$ cat src/rtl/ram_arb_pkg.sv
// Shared types and constants for the two-requester RAM arbiter.
package ram_arb_pkg;

  localparam logic ID0 = 1'b0;
  localparam logic ID1 = 1'b1;

  localparam int RD_LAT_DEFAULT = 1;

  typedef struct packed {
    logic valid;
    logic id;
    logic err;
  } tag_t;

  localparam int TAG_W = $bits(tag_t);

endpackage

$ cat src/rtl/rr_arb2.sv
// Two-way round-robin arbiter; the pointer names the requester that wins a tie.
module rr_arb2
  import ram_arb_pkg::*;
(
  input  logic       i_sys_clk,
  input  logic       i_rst_n,
  input  logic [1:0] req,
  input  logic       accept,
  output logic [1:0] gnt
);

  logic pri;

  always_comb begin
    gnt = req;
    if (req == 2'b11) begin
      gnt = (pri == ID1) ? 2'b10 : 2'b01;
    end
  end

  // After an accept the other requester gets priority on the next tie.
  always_ff @(posedge i_sys_clk or negedge i_rst_n) begin
    if (!i_rst_n) begin
      pri <= ID0;
    end else if (accept) begin
      pri <= gnt[0] ? ID1 : ID0;
    end
  end

endmodule

$ cat src/rtl/ram_arb2.sv
// Shares the ram_top write and read ports between two clients, each port with
// its own round-robin arbiter; read data is routed back in accept order.
module ram_arb2
  import ram_arb_pkg::*;
#(
  parameter int DEPTH  = 32,
  parameter int WIDTH  = 32,
  parameter int ADDR_W = 32,
  parameter int RD_LAT = RD_LAT_DEFAULT
) (
  input  logic              i_sys_clk,
  input  logic              i_rst_n,
  input  logic              i_req_0,
  input  logic              i_req_1,
  input  logic              i_we_0,
  input  logic              i_we_1,
  input  logic [ADDR_W-1:0] i_addr_0,
  input  logic [ADDR_W-1:0] i_addr_1,
  input  logic [WIDTH-1:0]  i_wdata_0,
  input  logic [WIDTH-1:0]  i_wdata_1,
  output logic              o_gnt_0,
  output logic              o_gnt_1,
  output logic              o_rvalid_0,
  output logic              o_rvalid_1,
  output logic [WIDTH-1:0]  o_rdata_0,
  output logic [WIDTH-1:0]  o_rdata_1,
  output logic              o_err_0,
  output logic              o_err_1,
  output logic              o_ram_wr,
  output logic [ADDR_W-1:0] o_ram_wr_addr,
  output logic [WIDTH-1:0]  o_ram_wr_data,
  output logic              o_ram_rd,
  output logic [ADDR_W-1:0] o_ram_rd_addr,
  input  logic [WIDTH-1:0]  i_ram_rd_data
);

  // One extra bit so DEPTH == 2**ADDR_W still compares correctly.
  localparam logic [ADDR_W:0] DEPTH_EXT = (ADDR_W + 1)'(DEPTH);

  logic [1:0]        wr_cand, rd_cand, wr_gnt, rd_gnt;
  logic              wr_acc, rd_acc, wr_id, rd_id, wr_bad, rd_bad;
  logic [ADDR_W-1:0] wr_addr, rd_addr;
  logic [WIDTH-1:0]  wr_data;
  tag_t              tag_in, tag_out;
  tag_t              tag_pipe [RD_LAT+1];

  assign wr_cand = {i_req_1 & i_we_1, i_req_0 & i_we_0};
  assign rd_cand = {i_req_1 & ~i_we_1, i_req_0 & ~i_we_0};

  rr_arb2 u_wr_arb (
    .i_sys_clk (i_sys_clk),
    .i_rst_n   (i_rst_n),
    .req       (wr_cand),
    .accept    (wr_acc),
    .gnt       (wr_gnt)
  );

  rr_arb2 u_rd_arb (
    .i_sys_clk (i_sys_clk),
    .i_rst_n   (i_rst_n),
    .req       (rd_cand),
    .accept    (rd_acc),
    .gnt       (rd_gnt)
  );

  assign wr_acc  = |wr_gnt;
  assign rd_acc  = |rd_gnt;
  assign wr_id   = wr_gnt[1];
  assign rd_id   = rd_gnt[1];
  assign wr_addr = wr_id ? i_addr_1 : i_addr_0;
  assign wr_data = wr_id ? i_wdata_1 : i_wdata_0;
  assign rd_addr = rd_id ? i_addr_1 : i_addr_0;
  assign wr_bad  = {1'b0, wr_addr} >= DEPTH_EXT;
  assign rd_bad  = {1'b0, rd_addr} >= DEPTH_EXT;

  assign o_gnt_0 = wr_gnt[0] | rd_gnt[0];
  assign o_gnt_1 = wr_gnt[1] | rd_gnt[1];

  always_ff @(posedge i_sys_clk or negedge i_rst_n) begin
    if (!i_rst_n) begin
      o_ram_wr      <= 1'b0;
      o_ram_wr_addr <= '0;
      o_ram_wr_data <= '0;
      o_ram_rd      <= 1'b0;
      o_ram_rd_addr <= '0;
      o_err_0       <= 1'b0;
      o_err_1       <= 1'b0;
    end else begin
      o_ram_wr <= wr_acc && !wr_bad;
      o_ram_rd <= rd_acc && !rd_bad;
      if (wr_acc && !wr_bad) begin
        o_ram_wr_addr <= wr_addr;
        o_ram_wr_data <= wr_data;
      end
      if (rd_acc && !rd_bad) begin
        o_ram_rd_addr <= rd_addr;
      end
      o_err_0 <= (wr_acc && wr_bad && wr_id == ID0) || (rd_acc && rd_bad && rd_id == ID0);
      o_err_1 <= (wr_acc && wr_bad && wr_id == ID1) || (rd_acc && rd_bad && rd_id == ID1);
    end
  end

  // Illegal reads still ride the pipeline so returns stay in accept order.
  assign tag_in  = '{valid: rd_acc, id: rd_id, err: rd_bad};
  assign tag_out = tag_pipe[RD_LAT];

  always_ff @(posedge i_sys_clk or negedge i_rst_n) begin
    if (!i_rst_n) begin
      for (int i = 0; i <= RD_LAT; i++) begin
        tag_pipe[i] <= '0;
      end
    end else begin
      tag_pipe[0] <= tag_in;
      for (int i = 1; i <= RD_LAT; i++) begin
        tag_pipe[i] <= tag_pipe[i-1];
      end
    end
  end

  always_ff @(posedge i_sys_clk or negedge i_rst_n) begin
    if (!i_rst_n) begin
      o_rvalid_0 <= 1'b0;
      o_rvalid_1 <= 1'b0;
      o_rdata_0  <= '0;
      o_rdata_1  <= '0;
    end else begin
      o_rvalid_0 <= tag_out.valid && tag_out.id == ID0;
      o_rvalid_1 <= tag_out.valid && tag_out.id == ID1;
      if (tag_out.valid && tag_out.id == ID0) begin
        o_rdata_0 <= tag_out.err ? '0 : i_ram_rd_data;
      end
      if (tag_out.valid && tag_out.id == ID1) begin
        o_rdata_1 <= tag_out.err ? '0 : i_ram_rd_data;
      end
    end
  end

endmodule
$ cat config.mk
export PLATFORM = sky130hd
export DESIGN_NAME = ram_arb2
export DESIGN_NICKNAME = d
export VERILOG_FILES = /design/src/rtl/ram_arb_pkg.sv /design/src/rtl/rr_arb2.sv /design/src/rtl/ram_arb2.sv
export SDC_FILE = /design/constraint.sdc
export NUM_CORES = 1
export LEC_CHECK = 0
export ABC_CLOCK_PERIOD_IN_PS = 3050
export CAP_MARGIN = 20
export CORE_ASPECT_RATIO = 1.2
export CORE_MARGIN = 2
export CORE_UTILIZATION = 41
export CTS_CLUSTER_SIZE = 10
export DETAILED_ROUTE_END_ITERATION = 10
export PLACE_DENSITY = 0.8
export SYNTH_ARGS = -nofsm -noshare
export SYNTH_HDL_FRONTEND = slang
export SYNTH_HIERARCHICAL = 1
export SYNTH_SLANG_ARGS = --single-unit
$ cat constraint.sdc
create_clock -name i_sys_clk -period 3.05 [get_ports i_sys_clk]
set_clock_uncertainty 0.1 [all_clocks]
set_input_delay 0.61 -clock i_sys_clk [delete_from_list [all_inputs] [get_ports i_sys_clk]]
set_output_delay 0.61 -clock i_sys_clk [all_outputs]
set_load 0.01 [all_outputs]
* Word-level counts from Yosys, hierarchy flattened
Cells that the tools add are included.
** Word-level totals
- Flip-flop bits (word level) :: 174
- Word-level logic and storage cells :: 60
** Cells by class
- Magnitude comparators :: 2
- Equal/unequal tests :: 2
- Multiplexer cells :: 10
- Bitwise logic cells :: 11
- Reduce and logical (&&, ||, !) cells :: 16
** Operators by type and width (number)
- two-way mux 32 bit :: 4
- greater-or-equal comparator 32 x 6 -> 1 bit (second input constant) :: 2
- logical AND 1 bit :: 10
- two-way mux 2 bit :: 4
- NOT 1 bit :: 5
- bitwise AND 1 bit :: 4
- == test 2 bit (second input constant) :: 2
- OR reduction 2 bit :: 2
- zero test 1 bit :: 2
- logical OR 1 bit :: 2
- two-way mux 1 bit :: 2
- OR 1 bit :: 2

* Logic depth before layout (Yosys ltp)
- Depth in word-level cells :: 9
- Mapped depth :: 10

* By module
The synthesis kept the hierarchy.
** Modules (own cells, without submodules)
- ram_arb2 :: times used 1, cells each 567, area each 6999.2 µm², seq. area each 4304.1 µm²
- rr_arb2 :: times used 2, cells each 5, area each 62.6 µm², seq. area each 25.0 µm²

* Least setup slack after synthesis
OpenSTA, ideal clock, no wires.
- Kind :: input port to flip-flop
- From :: input port i_req_1
- To :: register o_ram_rd_addr[3]
- Library setup time :: 0.128 ns
- Arrival :: 2.428 ns
- Data required time :: 2.822 ns
- Path slack :: 0.395 ns
- Stages on the path :: 8
- Cell sequence :: nor2b_1 > a21boi_0 > nor4b_1 > nand4_1 > a22oi_2 > nand3_2 > buf_2 > mux2_1
** On the way
- Longest elaborated chain between the ends :: 7
- Elaborated cells on any way between the ends :: 8
- Those cells by class :: order compare: 1; eq/ne: 1; mux: 2; bitwise: 1; reduce/logical: 3
** Ends and longest elaborated chain
- from (decl) :: line ram_arb2.sv:14 : input logic i_req_1,
- bitwise AND 1 bit * :: line ram_arb2.sv:48 : assign rd_cand = {i_req_1 & ~i_we_1, i_req_0 & ~i_we_0};
- == test 2 bit :: line rr_arb2.sv:16 : if (req == 2'b11) begin
- two-way mux 2 bit * :: line rr_arb2.sv:16
- via rd_gnt[1] :: line ram_arb2.sv:40 : logic [1:0] wr_cand, rd_cand, wr_gnt, rd_gnt;
- two-way mux 32 bit :: line ram_arb2.sv:72 : assign rd_addr = rd_id ? i_addr_1 : i_addr_0;
- greater-or-equal comparator 32 x 6 -> 1 bit :: line ram_arb2.sv:74 : assign rd_bad = {1'b0, rd_addr} >= DEPTH_EXT;
- zero test 1 bit :: line ram_arb2.sv:95 : if (rd_acc && !rd_bad) begin
- logical AND 1 bit :: line ram_arb2.sv:95
- to (signal assigned) :: line ram_arb2.sv:96 : o_ram_rd_addr <= rd_addr;
- to (decl) :: line ram_arb2.sv:33 : output logic [ADDR_W-1:0] o_ram_rd_addr,
Mark *: on every way through the listed nets, which the timed path passes. The rest lies on a longest branch.
A chain may end at the register's enable or synchronous reset.

* Worst setup path in the final report
- From :: input port i_we_1
- To :: output port o_gnt_0
** On the way
- Elaborated cells on any way between the ends :: 8
- Those cells by class :: eq/ne: 2; mux: 2; bitwise: 4
** RTL lines
- from (decl) :: line ram_arb2.sv:16 : input logic i_we_1,
- bitwise AND 1 bit :: line ram_arb2.sv:47 : assign wr_cand = {i_req_1 & i_we_1, i_req_0 & i_we_0};
- via wr_cand[1] :: line ram_arb2.sv:40
- == test 2 bit :: line rr_arb2.sv:16
- two-way mux 2 bit :: line rr_arb2.sv:16
- via wr_gnt[0] :: line ram_arb2.sv:40
- OR 1 bit :: line ram_arb2.sv:76 : assign o_gnt_0 = wr_gnt[0] | rd_gnt[0];
- to (decl) :: line ram_arb2.sv:21 : output logic o_gnt_0,
The timed path passes the listed nets, and every way through them passes these cells.

==> flow_summary.toml <==
[status]
outcome = "finished, final reports clean"

[clock_tree]
cts_tree = "built"
post_cts_buffers = 0
htreeDepth = 4
cts_hold_buf = 0
cts_buffer_depth = 2
clock-root-buffer = "clkbuf_16"
path_clk_slew_ns = 0.07
numCtsBuffers = 17
clk_latency_ns = 0.42
clock-sinks = 174

[global_routing]
grt_max_degree = 66
antenna_found_initial = 0
gr-total-overflow = 0
grt_pass1_wl_um = 31900
gr-usage-all-layers_pct = 22.2
grt_pass1_vias = 5868

[sta]
tns_ns = 0
setup_ws_ns = 0.0818
max_slew_margin_pct = 33.6
grt_setup_unrepaired = "false"
whs_ns = 0.0453
slew_viol_final = 0
fin_crit_sh_pct = 97.3
worst_pin_slew_ns = 0.995
hold_violations = 0
fin_crit_ns = 2.97
fmax_ghz = 0.337
finalSetupViolCount = 0

[route]
first_pass_iters = 5
viasPerCell = 4.83
drtIter0Drc = 283
drtAntennaViolNets = 0
avgRoutedWirePerCell_um = 17.4
drt-total-wl_um = 20100
drcViolationCount = 0
dr_total_vias = 5564

[logic_synthesis]
yosysWarnings = 6
syn_inst = 577
synth_top_area_cell = "dfrtp_1"
synthDominantCellAreaShare_pct = 61.1
ys_types = 30
ys_ff_latch = 174
netlist_area_sq_mm = 0.00712
synth-seq-area-share_pct = 61.1
synth.area.top_cells = "dfrtp_1 (61%), mux2_2 (8.2%), mux2_4 (6.7%)"
avgSynthCellArea_sq_um = 12.3
syn_nets = 743

[worst_setup_path]
critPathKind = "primary input to primary output"
worstPathArrival_ns = 2.26
cp_max_fo = 3
critPathRequiredTime_ns = 2.34
worstSetupStartpointType = "primary input"
crit_path_end_kind = "primary output"

[die]
coreArea_sq_mm = 0.0169
start_util_pct = 42.1
chipWidth_um = 124
die_area_sq_mm = 0.0185
die_y_um = 148
rows = 52
io_pins = 334

[placed_design]
place_congestion = 0.899
pre_cts_ws_ns = -0.249
hpwlAfterDp_um = 15200
dp.cells = 1118
portBuffers = 333

[final_layout]
drive_above_1_share_pct = 16.5
antenna_cells_inserted = 0
nets = 1089
syn_to_final_growth_pct = 60.9
post-route-util_pct = 67.8
layout.cells.non_filler = 1152

[pwr]
p_leak_nw = 5.09
pwr_density_cell_mw_per_mm2 = 433
vdd_drop_max_uv = 354

[job]
drv_cap = 0

[min_path]
hold_class = "primary input to asynchronous set/reset pin"
-- critical path, stage by stage --
cell             delay (ns)
clkdlybuf4s50_1        0.52
and2_1                 0.18
buf_4                  0.12
a21boi_2               0.06
or2_2                  0.27
clkdlybuf4s50_1        0.50
-- cells in the final DEF, fill, tap and decap left out, types with 2 or more instances in the layout --
master | netlist | final
clkdlybuf4s50_1 | 0 | 331
dfrtp_1 | 174 | 174
o21ai_0 | 66 | 66
nand2_1 | 67 | 66
and2_1 | 56 | 56
mux2_2 | 52 | 52
nand2b_1 | 33 | 32
mux2_4 | 32 | 32
buf_4 | 1 | 19
clkbuf_16 | 0 | 17
nor3_1 | 10 | 10
nand3_1 | 8 | 8
nor2_1 | 7 | 7
inv_1 | 7 | 7
buf_12 | 0 | 6
nand4_1 | 5 | 5
clkinvlp_4 | 0 | 5
inv_6 | 0 | 5
or2_2 | 4 | 4
nor4_1 | 4 | 4
nor2b_1 | 3 | 3
clkbuf_1 | 26 | 3
nand4b_1 | 2 | 2
a22oi_2 | 2 | 2
mux2_1 | 2 | 2
buf_16 | 0 | 2
a21boi_2 | 2 | 2
-- per-stage QoR --
step	instance area (sq um)	power [mW]
floorplan	7120	2.54
CTS	11400	5.00
global route	11500	5.15
detailed placement	10800	2.92
global placement	10800	2.91
finish	11500	4.96
-- cells by family after synthesis --
family / after synthesis / share of synthesized area [%]
and+or+nand+nor: 203 / 15.2
AOI/OAI and AO/OA: 74 / 5.78
muxes: 86 / 15.3
DFF: 174 / 61.1
buffers and inverters: 40 / 2.62
-- final timing paths --
| kind | start | endpoint | slack [ns] | cells past startpoint |
|---|---|---|---|---|
| hold reg to reg | tag_pipe[4] | tag_out[1] | 0.25 | 0 |
| setup reg to reg | u_rd_arb/pri | o_ram_rd_addr[4] | 0.72 | 10 |
| max in group asynchronous | i_rst_n | o_rdata_1[26] | 2.05 | 2 |
| hold / removal | i_rst_n | o_rdata_1[13] | 0.05 | 1 |
| min in group i_sys_clk | tag_pipe[4] | tag_out[1] | 0.25 | 0 |
| setup / recovery | i_we_1 | o_gnt_0 | 0.08 | 6 |
-- sequential cells by signal, indices dropped and copies added (netlist names) --
name and count:
u_wr_arb/pri 1, tag_out 3, o_rdata_0 32, o_ram_rd_addr 32, tag_pipe 3, o_err_0 1, u_rd_arb/pri 1, o_ram_wr_addr 32
o_err_1 1, o_rvalid_1 1, o_ram_rd 1, o_rvalid_0 1, o_rdata_1 32, o_ram_wr_data 32, o_ram_wr 1
-- what timing repair did --
| item | CTS | global route |
|---|---|---|
| endpoints found under the hold margin | 0 | 0 |
| setup endpoints to repair | 1 | 0 |
| resized for setup | 1 | 0 |
-- report_power, final --
part / internal (mW) / switching [mW] / total (mW) / leakage (nW)
sequential: 2.34 / 0.0166 / 2.35 / 2.41
combinational: 0.323 / 0.201 / 0.524 / 2.43
clock: 1.14 / 0.940 / 2.08 / 0.257
-- layout make-up --
type                            instances  area (sq um)
Sequential cell                       174          4350
Clock inverter                         12           128
Clock buffer                           20           437
Timing Repair Buffer                  360          3650
Fill cell                            1277          5450
Multi-Input combinational cell        363          2600
Tap cell                              216           270
Inverter                                7          26.3
-- routing by layer --
| metal | up-vias | GRT usage (%) | wire [um] |
|---|---|---|---|
| met1 | 2662 | 26.2 | 7810 |
| met2 | 233 | 38.9 | 10500 |
| met4 | 0 | 8.71 | 577 |
| met3 | 38 | 6.01 | 1230 |
| li1 | 2631 | - | - |
| met5 | - | 0 | 0 |
-- cell usage after synthesis (all sizes together) --
library cell / number
nor4b: 2
nand4b: 2
nor2: 7
a22o: 1
buf: 7
nor3: 10
o21ai: 66
nand4: 5
nand3: 9
dfrtp: 174
nor2b: 3
a22oi: 2
nand2b: 33
nand3b: 1
clkbuf: 26
a32o: 1
and2: 56
a21boi: 4
inv: 7
nor4: 4
nand2: 67
mux2: 86
or2: 4
Note: power is estimated with default switching activity, not from simulation.
